<file path="src/rtl/ex_div.sv">
// Iterative radix-2 restoring divider for DIV/DIVU in the EX stage.
// Produces {remainder, quotient}; one quotient bit per cycle, MSB first.
module ex_div #(
  parameter int unsigned WIDTH = 32,
  parameter int unsigned CNT_W = 6
) (
  input  logic               clk,
  input  logic               rst,
  input  logic               div_start,
  input  logic               div_signed,
  input  logic               div_annul,
  input  logic [WIDTH-1:0]   dividend,
  input  logic [WIDTH-1:0]   divisor,
  output logic [2*WIDTH-1:0] div_result,
  output logic               div_ready,
  output logic               div_busy
);

  typedef enum logic [1:0] {StIdle, StRun, StZero, StDone} state_e;

  localparam logic [WIDTH-1:0] One     = WIDTH'(1);
  localparam logic [CNT_W-1:0] LastCnt = CNT_W'(WIDTH - 1);

  state_e             state_q;
  logic [CNT_W-1:0]   cnt_q;
  logic [WIDTH-1:0]   rem_q;
  logic [WIDTH-1:0]   quo_q;
  logic [WIDTH-1:0]   dvs_q;
  logic               neg_q;
  logic               rneg_q;
  logic [2*WIDTH-1:0] result_q;
  logic               ready_q;
  logic               busy_q;

  logic [WIDTH:0]     shifted;
  logic [WIDTH:0]     diff;
  logic               bit_ok;
  logic [WIDTH-1:0]   rem_nxt;
  logic [WIDTH-1:0]   quo_nxt;
  logic [WIDTH-1:0]   rem_fix;
  logic [WIDTH-1:0]   quo_fix;
  logic [WIDTH-1:0]   a_mag;
  logic [WIDTH-1:0]   b_mag;

  // Trial subtract is WIDTH+1 bits wide so its MSB is the borrow/sign.
  always_comb begin
    shifted = {rem_q, quo_q[WIDTH-1]};
    diff    = shifted - {1'b0, dvs_q};
    bit_ok  = ~diff[WIDTH];
    rem_nxt = bit_ok ? diff[WIDTH-1:0] : shifted[WIDTH-1:0];
    quo_nxt = {quo_q[WIDTH-2:0], bit_ok};
    quo_fix = neg_q  ? (~quo_nxt + One) : quo_nxt;
    rem_fix = rneg_q ? (~rem_nxt + One) : rem_nxt;
    a_mag   = (div_signed && dividend[WIDTH-1]) ? (~dividend + One) : dividend;
    b_mag   = (div_signed && divisor[WIDTH-1])  ? (~divisor + One)  : divisor;
  end

  always_ff @(posedge clk or negedge rst) begin
    if (!rst) begin
      state_q  <= StIdle;
      cnt_q    <= '0;
      rem_q    <= '0;
      quo_q    <= '0;
      dvs_q    <= '0;
      neg_q    <= 1'b0;
      rneg_q   <= 1'b0;
      result_q <= '0;
      ready_q  <= 1'b0;
      busy_q   <= 1'b0;
    end else if (div_annul) begin
      state_q <= StIdle;
      ready_q <= 1'b0;
      busy_q  <= 1'b0;
    end else begin
      unique case (state_q)
        StIdle: begin
          if (div_start) begin
            busy_q <= 1'b1;
            if (divisor != '0) begin
              state_q <= StRun;
              cnt_q   <= '0;
              rem_q   <= '0;
              quo_q   <= a_mag;
              dvs_q   <= b_mag;
              neg_q   <= div_signed & (dividend[WIDTH-1] ^ divisor[WIDTH-1]);
              rneg_q  <= div_signed & dividend[WIDTH-1];
            end else begin
              state_q <= StZero;
            end
          end
        end
        StZero: begin
          state_q  <= StDone;
          busy_q   <= 1'b0;
          result_q <= '0;
        end
        StRun: begin
          rem_q <= rem_nxt;
          quo_q <= quo_nxt;
          cnt_q <= cnt_q + CNT_W'(1);
          if (cnt_q == LastCnt) begin
            state_q  <= StDone;
            busy_q   <= 1'b0;
            result_q <= {rem_fix, quo_fix};
          end
        end
        StDone: begin
          // Ready rises one cycle after entry; leaving requires start to drop.
          if (!ready_q) begin
            ready_q <= 1'b1;
          end else if (!div_start) begin
            ready_q <= 1'b0;
            state_q <= StIdle;
          end
        end
        default: state_q <= StIdle;
      endcase
    end
  end

  assign div_result = result_q;
  assign div_ready  = ready_q;
  assign div_busy   = busy_q;

endmodule

</file>
<file path="config.mk">
export PLATFORM = sky130hd
export DESIGN_NAME = ex_div
export DESIGN_NICKNAME = d
export VERILOG_FILES = /design/src/rtl/ex_div.sv
export SDC_FILE = /design/constraint.sdc
export NUM_CORES = 1
export LEC_CHECK = 0
export ABC_AREA = 0
export BUFFER_PORTS_ARGS = -buffer_cell sky130_fd_sc_hd__buf_2
export CAP_MARGIN = 0
export CELL_PAD_IN_SITES_DETAIL_PLACEMENT = 1
export CELL_PAD_IN_SITES_GLOBAL_PLACEMENT = 1
export CORE_AREA = 5 5 170 172
export DETAILED_ROUTE_END_ITERATION = 10
export DIE_AREA = 0 0 175 177
export PLACE_DENSITY = 0.79
export SETUP_SLACK_MARGIN = 0.05
export SLEW_MARGIN = 20
export SYNTH_ARGS = -nofsm -noshare
export SYNTH_HDL_FRONTEND = slang
export SYNTH_SLANG_ARGS = --single-unit
</file>
<file path="constraint.sdc">
create_clock -name clk -period 6.7 [get_ports clk]
set_input_delay 1.005 -clock clk [delete_from_list [all_inputs] [get_ports clk]]
set_output_delay 1.005 -clock clk [all_outputs]
set_load 0.02 [all_outputs]
</file>
# Word-level counts from Yosys, hierarchy flattened
# Index checks and enable logic that the tools add are counted.
[op_classes]
n_addsub = 6
n_eq_ne = 11
n_mux = 31
n_bitwise = 9
reduce_logical = 13
[op_table]
columns = ["operator", "count"]
rows = [
  ["32-bit 2-to-1 mux", 9],
  ["32-bit by 1-bit adder with 32-bit output, second input constant", 4],
  ["32-bit inverter", 4],
  ["32-bit one-hot mux with 2 select lines", 2],
  ["64-bit one-hot mux with 2 select lines", 1],
  ["64-bit 2-to-1 mux", 1],
  ["33-bit by 32-bit subtractor with 33-bit output", 1],
  ["32-bit nonzero test", 1],
  ["2-bit 2-to-1 mux", 6],
  ["6-bit 2-to-1 mux", 2],
  ["3-bit != test, second input constant", 4],
  ["6-bit one-hot mux with 2 select lines", 1],
  ["4-bit AND reduction", 3],
  ["2-bit one-hot mux with 4 select lines", 1],
  ["1-bit 2-to-1 mux", 7],
  ["6-bit by 1-bit adder with 6-bit output, second input constant", 1],
  ["6-bit by 5-bit equality test with 1-bit output, second input constant", 1],
  ["2-bit != test, second input constant", 3],
  ["3-bit AND reduction", 2],
  ["2-bit nonzero test", 3],
  ["2-bit equality test, second input constant", 2],
  ["4-bit nonzero test", 1],
  ["1-bit one-hot mux with 3 select lines", 1],
  ["1-bit bitwise AND", 2],
  ["5 further kinds", 7],
]
[totals]
reg_bits = 172
input_bits = 69
out_inout_bits = 66
word_cells = 80

# Longest topological paths before layout
[logic_depth]
depth_word = 7
mapped_depth = 25
depth_no_buf = 22

# Worst setup path before layout
# OpenSTA, ideal clock, no wires.
[synth_timing]
path_type = "reg-to-reg"
from = "register rem_q[22]"
to = "register result_q[58] (netlist: div_result[58])"
setup_time_ns = 0.130
arrival_time_ns = 5.414
required_ns = 6.570
path_slack_ns = 1.156
path_stages_with_launch = 22
path_buffers = 4
period_less_slack_ns = 5.544
path_cell_list = "dfrtp_1 ha_1 buf_6 a21o_1 a311o_1 a221o_1 a311o_1 nor3_2 nor2_4 inv_2 buf_2 clkbuf_1 buf_1 mux2i_1 ha_1 nand2_1 or3_1 mux2_1 or4b_4 o41ai_2 xnor2_1 o21ai_1"
[synth_between]
elab_chain_len = 7
[synth_lines]
columns = ["element", "line", "source"]
rows = [
  ["start: declaration", "26", "logic [WIDTH-1:0] rem_q;"],
  ["start signal: assignment", "98", "rem_q <= rem_nxt;"],
  ["33-bit by 32-bit subtractor with 33-bit output", "48", "diff = shifted - {1'b0, dvs_q};"],
  ["32-bit 2-to-1 mux *", "50", "rem_nxt = bit_ok ? diff[WIDTH-1:0] : shifted[WIDTH-1:0];"],
  ["32-bit inverter", "53", "rem_fix = rneg_q ? (~rem_nxt + One) : rem_nxt;"],
  ["32-bit by 1-bit adder with 32-bit output", "53", ""],
  ["32-bit 2-to-1 mux *", "53", ""],
  ["64-bit 2-to-1 mux *", "101", "if (cnt_q == LastCnt) begin"],
  ["64-bit one-hot mux with 2 select lines *", "75", "unique case (state_q)"],
  ["end signal: assignment", "104", "result_q <= {rem_fix, quo_fix};"],
  ["end: declaration", "31", "logic [2*WIDTH-1:0] result_q;"],
]
# Every way passes the cells marked *; elsewhere a longest branch is shown, timed or not. The select of a mux whose other input is x is not followed.
# A chain may end at the register's enable or synchronous reset.

# Final worst setup path
[layout_timing]
from = "register quo_q[31]"
to = "register result_q[58] (netlist: div_result[58])"
[layout_between]
elab_chain_len = 7
[layout_lines]
columns = ["element", "line", "source"]
rows = [
  ["start: declaration", "27", "logic [WIDTH-1:0] quo_q;"],
  ["start signal: assignment", "83", "quo_q <= a_mag;"],
  ["start signal: assignment", "99", "quo_q <= quo_nxt;"],
  ["33-bit by 32-bit subtractor with 33-bit output", "48", ""],
  ["32-bit 2-to-1 mux *", "50", ""],
  ["32-bit inverter", "53", ""],
  ["32-bit by 1-bit adder with 32-bit output", "53", ""],
  ["32-bit 2-to-1 mux *", "53", ""],
  ["64-bit 2-to-1 mux *", "101", ""],
  ["64-bit one-hot mux with 2 select lines *", "75", ""],
]
# Marks and branches as above.

==> metrics.cfg <==
[status]
status = finished, final reports clean

[drt]
wl_per_cell_um = 21.3
via_count = 11765
antenna_left = 0
drc_errors = 0
drtIter0Drc = 772
dr.pass1.iters = 5
drt-total-wl_mm = 41.8
via_per_inst = 5.98

[synth]
synth-simple-area-share = 0.200
yosys.area_share.xor_xnor = 0.102
ys_top_cells_by_area = dfrtp_1 36%, nand2_1 7.6%, o21ai_0 7.1%, xor2_1 5.9%, a21oi_1 5.5%
synthArstFlopShare = 1.00
synth_compound_area_frac = 0.240
synth_fa_ha_area_frac = 0.0441
synth_cell_types = 76
synth-edff-count = 0
syn_area_um2 = 12100
synth_top_family_by_area = compound AO/OA/AOI/OAI gates
netlist_instances = 1527
yosysTopAreaCell = dfrtp_1
synth_fp_nets = 1638
avgSynthCellArea_um2 = 7.92
ys_ff_latch = 172
ys_seq_area_frac = 0.356
ys_warn_count = 0
synthMuxAreaShare = 0.0136
synth.top_cell.area_share = 0.356
synth-main-ff-cell = dfrtp_1

[global_route]
grt_max_degree = 104
overflow = 0
antenna_found_initial = 2
grt_pass1_wl_mm = 66.9
grtUsageTotal = 0.270
grt_pass1_vias = 12018

[worst_setup_path]
crit_required_ps = 7010
arrival_ps = 5940
cp_cell_sequence = inv_1 > ha_1 > inv_1 > fa_1 > a211oi_1 > o31ai_2 > o2111ai_1 > a211oi_2 > o21a_2 > nor2_4 > inv_2 > mux2i_1 > ha_1 > nand2_1 > or3_1 > mux2_1 > or4b_4 > o41ai_2 > xnor2_1 > o21ai_1
r2r-start = quo_q[31]$_DFFE_PN0P_
endpoint_kind = flip-flop
start_kind = flip-flop
crit_path_top_delay_cell = o31ai_2
worstSetupPathType = reg2reg
reg2reg_slack_ps = 1070
path_buf_inv = 3
crit_fanout = 14
rr_worst_depth = 20
slowest_delay_ps = 680
rr_endpoint = div_result[58]$_DFFE_PN0P_
critPathTopFamily = compound AO/OA/AOI/OAI gates

[sta]
fmax_ghz = 0.178
rsz0062_at_grt = no
holdWs_ps = 482
relSlewSlack = 0.246
slew_violations = 0
setup_viol = 0
timing.final.crit_share = 0.840
hold_viol_final = 0
tightest_slew_ps = 1120
fin_crit_ps = 5630
fin_skew_ps = 22.1
fin_setup_tns_ps = 0

[floorplanning]
die_y_um = 177
die_w_um = 175
design.core.area_um2 = 27300
start_util = 0.443
pin_count = 135
die_area_um2 = 31000
rows = 61

[finish]
stdcell_area_um2 = 13600
fin_nets = 1719
drive_above_1_share = 0.127
antenna_cells = 0
areaGrowthSynthToFinish_pct = 12.7

[flow_run]
max-cap-violations = 0

[clocking]
clk_pin_slew_ps = 80
cts_tree = yes
ctsResizeCount = 0
clock_latency_ps = 460
post_cts_buffers = 0
max-clock-path-buffers = 2
cts-root-buf = clkbuf_16
cts_htree_levels = 4
cts_sinks = 172
cts_hold_buf = 0
cts_made_buffers = 17

[hold_path]
hold_end = div_result[38]$_DFFE_PN0P_
hold_depth = 2
min_path_type = reg2reg
hold_start = div_result[38]$_DFFE_PN0P_

[place]
placed_area_um2 = 13000
dpl.hpwl_mm = 31.4
io_buffers = 134
gp_congestion = 0.903

[power_and_ir_drop]
ir_drop_v = 0.000392
total_leakage_power_nw = 6.25
power_density_nw_per_um2 = 335

[synth_stat cells (all sizes together), types with 10 or more instances]
cell type / n
nor2: 127
a21o: 14
o31ai: 52
nand3: 28
mux2i: 13
nor4: 11
buf: 14
xnor2: 60
inv: 54
and3: 10
or3: 22
o21ai: 189
nand2: 246
clkbuf: 71
ha: 41
o41ai: 13
xor2: 81
a21oi: 134
dfrtp: 172
nor3: 32
[worst max path at each step]
stage	startpoint	end	slack [ps]	cells past startpoint
after global placement	quo_q[31]$_DFFE_PN0P_	div_result[58]$_DFFE_PN0P_	1420	20
after global routing	quo_q[31]$_DFFE_PN0P_	div_result[58]$_DFFE_PN0P_	640	20
after CTS	quo_q[31]$_DFFE_PN0P_	div_result[58]$_DFFE_PN0P_	1170	20
after floorplan	rem_q[22]$_DFFE_PN0P_	div_result[58]$_DFFE_PN0P_	1160	21
after detailed placement	quo_q[31]$_DFFE_PN0P_	div_result[58]$_DFFE_PN0P_	1220	20
final	quo_q[31]$_DFFE_PN0P_	div_result[58]$_DFFE_PN0P_	1070	20
[kinds of logic after synthesis]
group                      Yosys count
AOI/OAI and AO/OA                  478
xor gates and xnor gates           141
DFF                                172
and+or+nand+nor                    538
buffers and inverters              140
muxes                               16
adders and majority gates           42
[sequential cells by signal, indices dropped and copies added, names as in the netlist]
register and cells:
dvs_q 32, div_result 64, div_ready 1, neg_q 1
quo_q 32, cnt_q 6, rem_q 32, rneg_q 1
div_busy 1, state_q 2
[cells in the final DEF, fill, tap and decap left out, drive strengths merged, types with 41 or more instances in the layout]
master,instances
nand2,246
o21ai,189
dfrtp,172
buf,147
a21oi,134
nor2,127
xor2,81
inv,61
xnor2,60
o31ai,52
ha,41
[stage by stage]
| stage | worst slack (ps) | total power, W | cells | util |
|---|---|---|---|---|
| after CTS | 1170 | 0.00455 | 1966 | 0.498 |
| after global placement | 1420 | 0.00338 | 1934 | 0.475 |
| after floorplan | 1160 | 0.00283 | 1527 | - |
| final | 1070 | 0.00456 | 1967 | 0.499 |
| after detailed placement | 1220 | 0.00346 | 1934 | 0.475 |
| after global routing | 639 | 0.00486 | 1967 | 0.499 |
[worst register-to-register path: cells and delay by family (launching register included)]
family,cells,cell delay [ps]
buffers and inverters,3,250
xor gates and xnor gates,1,160
muxes,2,680
adders and majority gates,3,750
DFF,1,390
and+or+nand+nor,4,1080
AOI/OAI and AO/OA,7,2170
[where the power goes]
group / switching [W] / internal, W
clock network: 0.000547 / 0.000522
registers: 0.000261 / 0.00124
logic: 0.00131 / 0.000678
[routing by layer]
metal	up-vias	wire [um]	GRT usage
met5	-	13	0
met4	2	1070	0.0828
met3	74	1780	0.0333
met2	322	19400	0.441
met1	5823	19500	0.377
li1	5544	-	-
[layout make-up]
type,instances,area [um2]
Clock buffer,17,425
Tap cell,346,433
Inverter,55,206
Sequential cell,172,4300
Multi-Input combinational cell,1215,7260
Clock inverter,15,214
Fill cell,3427,13700
Timing Repair Buffer,147,787
No activity file was read; power rests on OpenSTA's default activity.
